$ cat config.mk
export PLATFORM = sky130hd
export DESIGN_NAME = e203_exu_flush_arb_flat
export DESIGN_NICKNAME = d
export VERILOG_FILES = /design/src/rtl/e203_exu_flush_arb_pkg.sv /design/src/rtl/e203_exu_flush_arb_if.sv /design/src/rtl/e203_exu_flush_arb_prio3.sv /design/src/rtl/e203_exu_flush_arb.sv /design/src/flat_wrapper.sv
export SDC_FILE = /design/constraint.sdc
export NUM_CORES = 1
export LEC_CHECK = 0
export BUFFER_PORTS_ARGS = -buffer_cell sky130_fd_sc_hd__buf_2
export CAP_MARGIN = 20
export CORE_AREA = 2 2 152 154
export DETAILED_ROUTE_END_ITERATION = 7
export DIE_AREA = 0 0 154 156
export PLACE_DENSITY = 0.56
export SYNTH_ARGS = -nofsm -noshare
export SYNTH_HDL_FRONTEND = slang
export SYNTH_HIERARCHICAL = 1
export SYNTH_SLANG_ARGS = --single-unit
$ cat constraint.sdc
create_clock -name clk -period 4.08 [get_ports clk]
set_input_delay 0.408 -clock clk [delete_from_list [all_inputs] [get_ports clk]]
set_output_delay 0.408 -clock clk [all_outputs]
set_load 0.005 [all_outputs]
$ cat src/rtl/e203_exu_flush_arb_pkg.sv
// Shared encodings for the EXU flush arbiter and other commit-side arbiters.
// Optional perf counters in the top are enabled by E203_FLUSH_ARB_PERF_EN.
package e203_flush_pkg;

  typedef logic [1:0] flush_src_t;

  localparam flush_src_t FLUSH_SRC_EXCP = 2'd0;
  localparam flush_src_t FLUSH_SRC_BRCH = 2'd1;
  localparam flush_src_t FLUSH_SRC_DBG  = 2'd2;

  localparam logic [1:0] FARB_IDLE = 2'd0;
  localparam logic [1:0] FARB_PEND = 2'd1;
  localparam logic [1:0] FARB_HOLD = 2'd2;

  localparam int HOLD_CNT_W = 4;

  // Index 0 has the highest priority; an empty request vector maps to index 0.
  function automatic flush_src_t prio3_idx(input logic [2:0] req);
    if (req[0])      return FLUSH_SRC_EXCP;
    else if (req[1]) return FLUSH_SRC_BRCH;
    else if (req[2]) return FLUSH_SRC_DBG;
    else             return FLUSH_SRC_EXCP;
  endfunction

endpackage

$ cat src/rtl/e203_exu_flush_arb_if.sv
// Flush request/ack bundle between the commit-side flush sources, the arbiter and the IFU.
// master = arbiter side, slave = requester/IFU side.
interface e203_exu_flush_arb_if #(
  parameter int PC_SIZE = 32
);
  logic               excp_req, brch_req, dbg_req;
  logic               excp_ack, brch_ack, dbg_ack;
  logic [PC_SIZE-1:0] excp_op1, excp_op2, excp_pc;
  logic [PC_SIZE-1:0] brch_op1, brch_op2, brch_pc;
  logic [PC_SIZE-1:0] dbg_op1, dbg_op2, dbg_pc;

  logic               pipe_flush_req;
  logic               pipe_flush_ack;
  logic [PC_SIZE-1:0] pipe_flush_add_op1;
  logic [PC_SIZE-1:0] pipe_flush_add_op2;
  logic [PC_SIZE-1:0] pipe_flush_pc;
  logic [1:0]         pipe_flush_src;
  logic               flush_pulse;
  logic               arb_busy;

  modport master (
    input  excp_req, brch_req, dbg_req,
    input  excp_op1, excp_op2, excp_pc,
    input  brch_op1, brch_op2, brch_pc,
    input  dbg_op1, dbg_op2, dbg_pc,
    input  pipe_flush_ack,
    output excp_ack, brch_ack, dbg_ack,
    output pipe_flush_req, pipe_flush_add_op1, pipe_flush_add_op2, pipe_flush_pc,
    output pipe_flush_src, flush_pulse, arb_busy
  );

  modport slave (
    output excp_req, brch_req, dbg_req,
    output excp_op1, excp_op2, excp_pc,
    output brch_op1, brch_op2, brch_pc,
    output dbg_op1, dbg_op2, dbg_pc,
    output pipe_flush_ack,
    input  excp_ack, brch_ack, dbg_ack,
    input  pipe_flush_req, pipe_flush_add_op1, pipe_flush_add_op2, pipe_flush_pc,
    input  pipe_flush_src, flush_pulse, arb_busy
  );

endinterface

$ cat src/rtl/e203_exu_flush_arb_prio3.sv
// Combinational fixed-priority picker over three requests (bit 0 highest).
// Produces a onehot0 grant and the 2-bit index of the winner.
module e203_flush_prio3
  import e203_flush_pkg::*;
(
  input  logic [2:0] req,
  output logic [2:0] gnt,
  output logic [1:0] idx
);

  always_comb begin
    idx = prio3_idx(req);
    gnt = '0;
    if (|req) gnt[idx] = 1'b1;
  end

endmodule

$ cat src/rtl/e203_exu_flush_arb.sv
// Registered arbiter/sequencer for the single EXU->IFU flush port with a post-flush holdoff.
// Define E203_FLUSH_ARB_PERF_EN to add saturating per-source flush counters.
module e203_exu_flush_arb
  import e203_flush_pkg::*;
#(
  parameter int PC_SIZE = 32,
  parameter int HOLDOFF = 1
`ifdef E203_FLUSH_ARB_PERF_EN
  ,
  parameter int CNT_W   = 16
`endif
) (
  input  logic                  clk,
  input  logic                  rst,
  e203_exu_flush_arb_if.master  bus
`ifdef E203_FLUSH_ARB_PERF_EN
  ,
  input  logic                  perf_clr,
  output logic [CNT_W-1:0]      cnt_excp,
  output logic [CNT_W-1:0]      cnt_brch,
  output logic [CNT_W-1:0]      cnt_dbg
`endif
);

  localparam logic [HOLD_CNT_W-1:0] HOLD_INIT = HOLD_CNT_W'(HOLDOFF);

  logic [1:0]            state_q;
  logic [HOLD_CNT_W-1:0] hold_cnt_q;
  logic [PC_SIZE-1:0]    op1_q, op2_q, pc_q;
  flush_src_t            src_q;

  logic [2:0]            req_vec;
  logic [2:0]            gnt;
  logic [1:0]            win_idx;
  logic                  capture;
  logic                  accept;
  logic [PC_SIZE-1:0]    sel_op1, sel_op2, sel_pc;

  assign req_vec = {bus.dbg_req, bus.brch_req, bus.excp_req};

  e203_flush_prio3 u_prio (
    .req (req_vec),
    .gnt (gnt),
    .idx (win_idx)
  );

  // Acks are gated by reset so a held request is only acked once it can really be captured.
  assign capture = (state_q == FARB_IDLE) & (|req_vec) & ~rst;
  assign accept  = (state_q == FARB_PEND) & bus.pipe_flush_ack;

  assign bus.excp_ack = capture & gnt[0];
  assign bus.brch_ack = capture & gnt[1];
  assign bus.dbg_ack  = capture & gnt[2];

  always_comb begin
    sel_op1 = bus.excp_op1;
    sel_op2 = bus.excp_op2;
    sel_pc  = bus.excp_pc;
    case (win_idx)
      FLUSH_SRC_BRCH: begin
        sel_op1 = bus.brch_op1;
        sel_op2 = bus.brch_op2;
        sel_pc  = bus.brch_pc;
      end
      FLUSH_SRC_DBG: begin
        sel_op1 = bus.dbg_op1;
        sel_op2 = bus.dbg_op2;
        sel_pc  = bus.dbg_pc;
      end
      default: ;
    endcase
  end

  always_ff @(posedge clk) begin
    if (rst) begin
      state_q    <= FARB_IDLE;
      hold_cnt_q <= '0;
      op1_q      <= '0;
      op2_q      <= '0;
      pc_q       <= '0;
      src_q      <= FLUSH_SRC_EXCP;
    end else begin
      case (state_q)
        FARB_IDLE: begin
          if (capture) begin
            state_q <= FARB_PEND;
            op1_q   <= sel_op1;
            op2_q   <= sel_op2;
            pc_q    <= sel_pc;
            src_q   <= win_idx;
          end
        end
        FARB_PEND: begin
          if (accept) begin
            if (HOLDOFF == 0) begin
              state_q <= FARB_IDLE;
            end else begin
              state_q    <= FARB_HOLD;
              hold_cnt_q <= HOLD_INIT;
            end
          end
        end
        FARB_HOLD: begin
          hold_cnt_q <= hold_cnt_q - 1'b1;
          if (hold_cnt_q <= HOLD_CNT_W'(1)) state_q <= FARB_IDLE;
        end
        default: state_q <= FARB_IDLE;
      endcase
    end
  end

  assign bus.pipe_flush_req     = (state_q == FARB_PEND);
  assign bus.pipe_flush_add_op1 = op1_q;
  assign bus.pipe_flush_add_op2 = op2_q;
  assign bus.pipe_flush_pc      = pc_q;
  assign bus.pipe_flush_src     = src_q;
  assign bus.flush_pulse        = accept;
  assign bus.arb_busy           = (state_q != FARB_IDLE);

`ifdef E203_FLUSH_ARB_PERF_EN
  // Clear wins over a same-cycle increment; counters stick at all-ones.
  always_ff @(posedge clk) begin
    if (rst || perf_clr) begin
      cnt_excp <= '0;
      cnt_brch <= '0;
      cnt_dbg  <= '0;
    end else if (accept) begin
      case (src_q)
        FLUSH_SRC_EXCP: if (~&cnt_excp) cnt_excp <= cnt_excp + CNT_W'(1);
        FLUSH_SRC_BRCH: if (~&cnt_brch) cnt_brch <= cnt_brch + CNT_W'(1);
        FLUSH_SRC_DBG:  if (~&cnt_dbg)  cnt_dbg  <= cnt_dbg + CNT_W'(1);
        default: ;
      endcase
    end
  end
`endif

endmodule

$ cat src/flat_wrapper.sv
// flat-port wrapper written by rule: the top's interface ports become plain ports
module e203_exu_flush_arb_flat import e203_flush_pkg::*;
#(
  parameter int PC_SIZE = 32,
  parameter int HOLDOFF = 1

)
  (clk, rst, bus_excp_req, bus_brch_req, bus_dbg_req, bus_excp_op1, bus_excp_op2, bus_excp_pc, bus_brch_op1, bus_brch_op2, bus_brch_pc, bus_dbg_op1, bus_dbg_op2, bus_dbg_pc, bus_pipe_flush_ack, bus_excp_ack, bus_brch_ack, bus_dbg_ack, bus_pipe_flush_req, bus_pipe_flush_add_op1, bus_pipe_flush_add_op2, bus_pipe_flush_pc, bus_pipe_flush_src, bus_flush_pulse, bus_arb_busy);
  e203_exu_flush_arb_if #(.PC_SIZE(PC_SIZE)) bus_i ();
  input  logic clk;
  input  logic rst;
  input wire logic [$bits(bus_i.excp_req)-1:0] bus_excp_req;
  input wire logic [$bits(bus_i.brch_req)-1:0] bus_brch_req;
  input wire logic [$bits(bus_i.dbg_req)-1:0] bus_dbg_req;
  input wire logic [$bits(bus_i.excp_op1)-1:0] bus_excp_op1;
  input wire logic [$bits(bus_i.excp_op2)-1:0] bus_excp_op2;
  input wire logic [$bits(bus_i.excp_pc)-1:0] bus_excp_pc;
  input wire logic [$bits(bus_i.brch_op1)-1:0] bus_brch_op1;
  input wire logic [$bits(bus_i.brch_op2)-1:0] bus_brch_op2;
  input wire logic [$bits(bus_i.brch_pc)-1:0] bus_brch_pc;
  input wire logic [$bits(bus_i.dbg_op1)-1:0] bus_dbg_op1;
  input wire logic [$bits(bus_i.dbg_op2)-1:0] bus_dbg_op2;
  input wire logic [$bits(bus_i.dbg_pc)-1:0] bus_dbg_pc;
  input wire logic [$bits(bus_i.pipe_flush_ack)-1:0] bus_pipe_flush_ack;
  output wire logic [$bits(bus_i.excp_ack)-1:0] bus_excp_ack;
  output wire logic [$bits(bus_i.brch_ack)-1:0] bus_brch_ack;
  output wire logic [$bits(bus_i.dbg_ack)-1:0] bus_dbg_ack;
  output wire logic [$bits(bus_i.pipe_flush_req)-1:0] bus_pipe_flush_req;
  output wire logic [$bits(bus_i.pipe_flush_add_op1)-1:0] bus_pipe_flush_add_op1;
  output wire logic [$bits(bus_i.pipe_flush_add_op2)-1:0] bus_pipe_flush_add_op2;
  output wire logic [$bits(bus_i.pipe_flush_pc)-1:0] bus_pipe_flush_pc;
  output wire logic [$bits(bus_i.pipe_flush_src)-1:0] bus_pipe_flush_src;
  output wire logic [$bits(bus_i.flush_pulse)-1:0] bus_flush_pulse;
  output wire logic [$bits(bus_i.arb_busy)-1:0] bus_arb_busy;
  assign bus_i.excp_req = bus_excp_req;
  assign bus_i.brch_req = bus_brch_req;
  assign bus_i.dbg_req = bus_dbg_req;
  assign bus_i.excp_op1 = bus_excp_op1;
  assign bus_i.excp_op2 = bus_excp_op2;
  assign bus_i.excp_pc = bus_excp_pc;
  assign bus_i.brch_op1 = bus_brch_op1;
  assign bus_i.brch_op2 = bus_brch_op2;
  assign bus_i.brch_pc = bus_brch_pc;
  assign bus_i.dbg_op1 = bus_dbg_op1;
  assign bus_i.dbg_op2 = bus_dbg_op2;
  assign bus_i.dbg_pc = bus_dbg_pc;
  assign bus_i.pipe_flush_ack = bus_pipe_flush_ack;
  assign bus_excp_ack = bus_i.excp_ack;
  assign bus_brch_ack = bus_i.brch_ack;
  assign bus_dbg_ack = bus_i.dbg_ack;
  assign bus_pipe_flush_req = bus_i.pipe_flush_req;
  assign bus_pipe_flush_add_op1 = bus_i.pipe_flush_add_op1;
  assign bus_pipe_flush_add_op2 = bus_i.pipe_flush_add_op2;
  assign bus_pipe_flush_pc = bus_i.pipe_flush_pc;
  assign bus_pipe_flush_src = bus_i.pipe_flush_src;
  assign bus_flush_pulse = bus_i.flush_pulse;
  assign bus_arb_busy = bus_i.arb_busy;
  e203_exu_flush_arb #(.PC_SIZE(PC_SIZE), .HOLDOFF(HOLDOFF)) u_core (.clk(clk), .rst(rst), .bus(bus_i));
endmodule
==> results.json <==
{
  "timing.critical_path.fanout_max": 86,
  "worstHoldPathType": "in2reg",
  "design.final.nets": 1349,
  "synth-edff-count": 0,
  "synth_largest_type_area_fraction_pct": 34.71,
  "totalPowerFinal_uw": 2759,
  "drt_pre_antenna_iters": 5,
  "cts-buffers-inserted": 9,
  "post-synth-top-count-cell": "sky130_fd_sc_hd__dfxtp_1",
  "clk_path_buf_depth": 2,
  "grt_pass1_vias": 6018,
  "pwrdens_nw_per_um2": 327.7,
  "drtIter0Drc": 359,
  "globalRouteTotalUtil_pct": 16.32,
  "cell_accounting_for_the_most_synthesized_area": "sky130_fd_sc_hd__dfxtp_1",
  "detail_route.drc_violations": 0,
  "slew-limit-headroom_pct": 30.74,
  "timing.critical_path.to_type": "register",
  "layout_worst_path_cycle_share_pct": 56.24,
  "yosysSeqAreaShare_pct": 34.71,
  "yosys_warnings": 6,
  "cts_htree_levels": 3,
  "timing.hold.worst_endpoint": "u_core/bus.pipe_flush_add_op2[5]",
  "power_internal_uw": 1958,
  "yosys-top-cells-count": "104 x sky130_fd_sc_hd__dfxtp_1, 100 x sky130_fd_sc_hd__nor2b_1, 99 x sky130_fd_sc_hd__nand2_1",
  "holdBufCountCts": 0,
  "via_count": 6242,
  "report.final.slew_viol_count": 0,
  "fin_util_pct": 37.64,
  "flow.area_growth_from_synthesis_pct": 40.36,
  "synth-seq-cells": 104,
  "synth.net_count": 999,
  "drive_above_1_share_pct": 42.80,
  "crit_path_start_kind": "primary input",
  "worst-setup-path-type": "in2reg",
  "synthDistinctLibCells": 33,
  "core_region_um2": 22370,
  "reg2reg_to": "u_core/bus.pipe_flush_add_op2[4]",
  "timing.final.crit_period_ns": 2.295,
  "antenna_found_initial": 1,
  "hp-start": "bus_excp_op2[5]",
  "synth.cell_area_um2": 5998,
  "seqPwrFrac_pct": 42.9,
  "die_area_um2": 24020,
  "avgViaCountPerCell": 4.651,
  "fillCellCount": 2376,
  "crit_arrival_ns": 2.58,
  "power_switching_uw": 800.8,
  "clock_skews_ns": 0.009952,
  "grt_remaining_overflow": 0,
  "p_sw_share_pct": 29.03,
  "postCtsResizedCells": 0,
  "fp-row-count": 55,
  "design.portCount": 398,
  "clk-insertion-delay-late_ns": 0.34,
  "total_leakage_power_uw": 0.004161,
  "rr_startpoint": "u_core/state_q[1]",
  "postCtsSetupBuffers": 0,
  "die_w_um": 154,
  "vdd_drop_max_mv": 0.1718,
  "hold_path_depth": 4,
  "routabilityCongestion": 0.7912,
  "postSynthCellCount": 701,
  "initial_utilization_pct": 26.82,
  "async_flop_share_pct": 0,
  "synth.top_cells.by_area": "sky130_fd_sc_hd__dfxtp_1 35%, sky130_fd_sc_hd__mux2_1 13%, sky130_fd_sc_hd__a22oi_1 12%",
  "reg2regPathDepth": 4,
  "syn_area_per_cell_um2": 8.557,
  "critical_path_required_ns": 4.37,
  "antenna_violating_nets_post_route": 0,
  "comb_power_share_pct": 26.9,
  "grt_pass1_wl_um": 31250,
  "synth_ff_type": "sky130_fd_sc_hd__dfxtp_1",
  "cts.sink_count": 104,
  "detailedPlace.worstSlack_ns": 1.416,
  "clkPwrFrac_pct": 30.2,
  "regToRegSetupSlack_ns": 2.00,
  "report.final.setup_viol": 0,
  "clock_tree.root_cell": "sky130_fd_sc_hd__clkbuf_16",
  "clk_pin_slew_ns": 0.07,
  "pin_slew_with_the_least_headroom_to_its_limit_ns": 1.039,
  "cts_tree": "done",
  "hpwlAfterDp_um": 15280,
  "setup_repair_after_global_routing_missed_its_margin": "no",
  "finalWorstSetupSlack_ns": 1.785,
  "port_buffers": 397,
  "drt-total-wl_um": 20530,
  "hold_fails_final_rpt": 0,
  "grt_max_degree": 92,
  "setup_tns_ns": 0,
  "cap_violations": 0,
  "final_routed_wire_length_divided_by_cell_count_um": 15.30,
  "run_status": "finished clean",
  "chipHeight_um": 156,
  "max_freq_ghz": 0.4358
}
==> metrics by stage <==
step,hold WS (ns),std cells,cell area (um2)
2_1_floorplan,0.4688,701,5998
6_report,0.3693,1342,8419
4_1_cts,0.3467,1341,8417
3_5_place_dp,0.4892,1325,8135
3_3_place_gp,0.4621,1325,8135
5_1_grt,0.3670,1341,8417
==> final cells by class <==
cell class | instances | area [um2] | area share [%]
multi-input cells | 522 | 3585 | 42.58
flip-flops and latches | 104 | 2082 | 24.73
repair buffers | 406 | 2082 | 24.73
well taps | 285 | 356.6 | 4.235
clock buffers | 11 | 242.7 | 2.883
clock inverters | 5 | 38.79 | 0.4607
inverters | 8 | 30.03 | 0.3567
diodes | 1 | 2.502 | 0.02972
==> cells in the final DEF (no fill, tap or decap), types with 4 or more instances in the layout <==
master,netlist,layout
sky130_fd_sc_hd__a21oi_1,4,4
sky130_fd_sc_hd__a22oi_1,96,96
sky130_fd_sc_hd__buf_2,3,396
sky130_fd_sc_hd__buf_4,1,8
sky130_fd_sc_hd__clkbuf_16,0,9
sky130_fd_sc_hd__dfxtp_1,104,104
sky130_fd_sc_hd__inv_1,8,8
sky130_fd_sc_hd__mux2_1,70,70
sky130_fd_sc_hd__mux2_2,22,22
sky130_fd_sc_hd__mux2_4,4,4
sky130_fd_sc_hd__nand2_1,99,99
sky130_fd_sc_hd__nor2_1,5,5
sky130_fd_sc_hd__nor2b_1,100,100
sky130_fd_sc_hd__o21ai_0,96,96
==> critical path: stages <==
cell and delay, ns:
sky130_fd_sc_hd__buf_2 0.12, sky130_fd_sc_hd__nor3b_1 0.38, sky130_fd_sc_hd__ha_4 0.89, sky130_fd_sc_hd__buf_4 0.32, sky130_fd_sc_hd__a22oi_1 0.10, sky130_fd_sc_hd__o21ai_0 0.18
sky130_fd_sc_hd__mux2_1 0.15
==> worst max path at each step <==
| stage | start | to | depth (start not counted) |
|---|---|---|---|
| floorplan | bus_brch_req | u_core/bus.pipe_flush_add_op1[0] | 9 |
| global placement | bus_brch_req | u_core/bus.pipe_flush_add_op2[0] | 7 |
| detailed placement | bus_brch_req | u_core/bus.pipe_flush_add_op2[29] | 7 |
| CTS | u_core/state_q[1] | bus_excp_ack | 4 |
| global route | bus_brch_req | u_core/bus.pipe_flush_add_op1[3] | 7 |
| finish | bus_brch_req | u_core/bus.pipe_flush_add_op2[2] | 7 |
==> routing by layer <==
metal / vias up / GRT usage, % / share of wire [%]
li1: 3165 / - / -
met1: 2800 / 19.39 / 42
met2: 250 / 29.00 / 49
met3: 27 / 3.889 / 6.7
met4: 0 / 5.296 / 1.9
met5: - / 0 / 0
==> kinds of logic after synthesis <==
kind of cell | count (synthesis) | share of synthesized area [%]
flip-flops | 104 | 34.71
AO/OA/AOI/OAI | 202 | 21.28
multiplexers | 99 | 18.77
AND/OR/NAND/NOR | 217 | 18.46
adder cells (fa/ha/maj) | 4 | 0.8344
buffers and inverters | 75 | 5.945
==> power groups by stage <==
stage / clock network [uW] / logic [uW] / registers (uW)
after floorplan: 0 / 383 / 1220
after detailed placement: 0 / 750 / 1210
after global placement: 0 / 748 / 1200
after global routing: 925 / 824 / 1200
final: 833 / 742 / 1180
after CTS: 878 / 753 / 1180
==> state kept, by name (all words and copies together) (netlist names) <==
name / cells
u_core/bus.pipe_flush_add_op1: 32
u_core/bus.pipe_flush_add_op2: 32
u_core/bus.pipe_flush_pc: 32
u_core/bus.pipe_flush_src: 2
u_core/hold_cnt_q: 4
u_core/state_q: 2
Note: power is estimated with default switching activity, not from simulation.
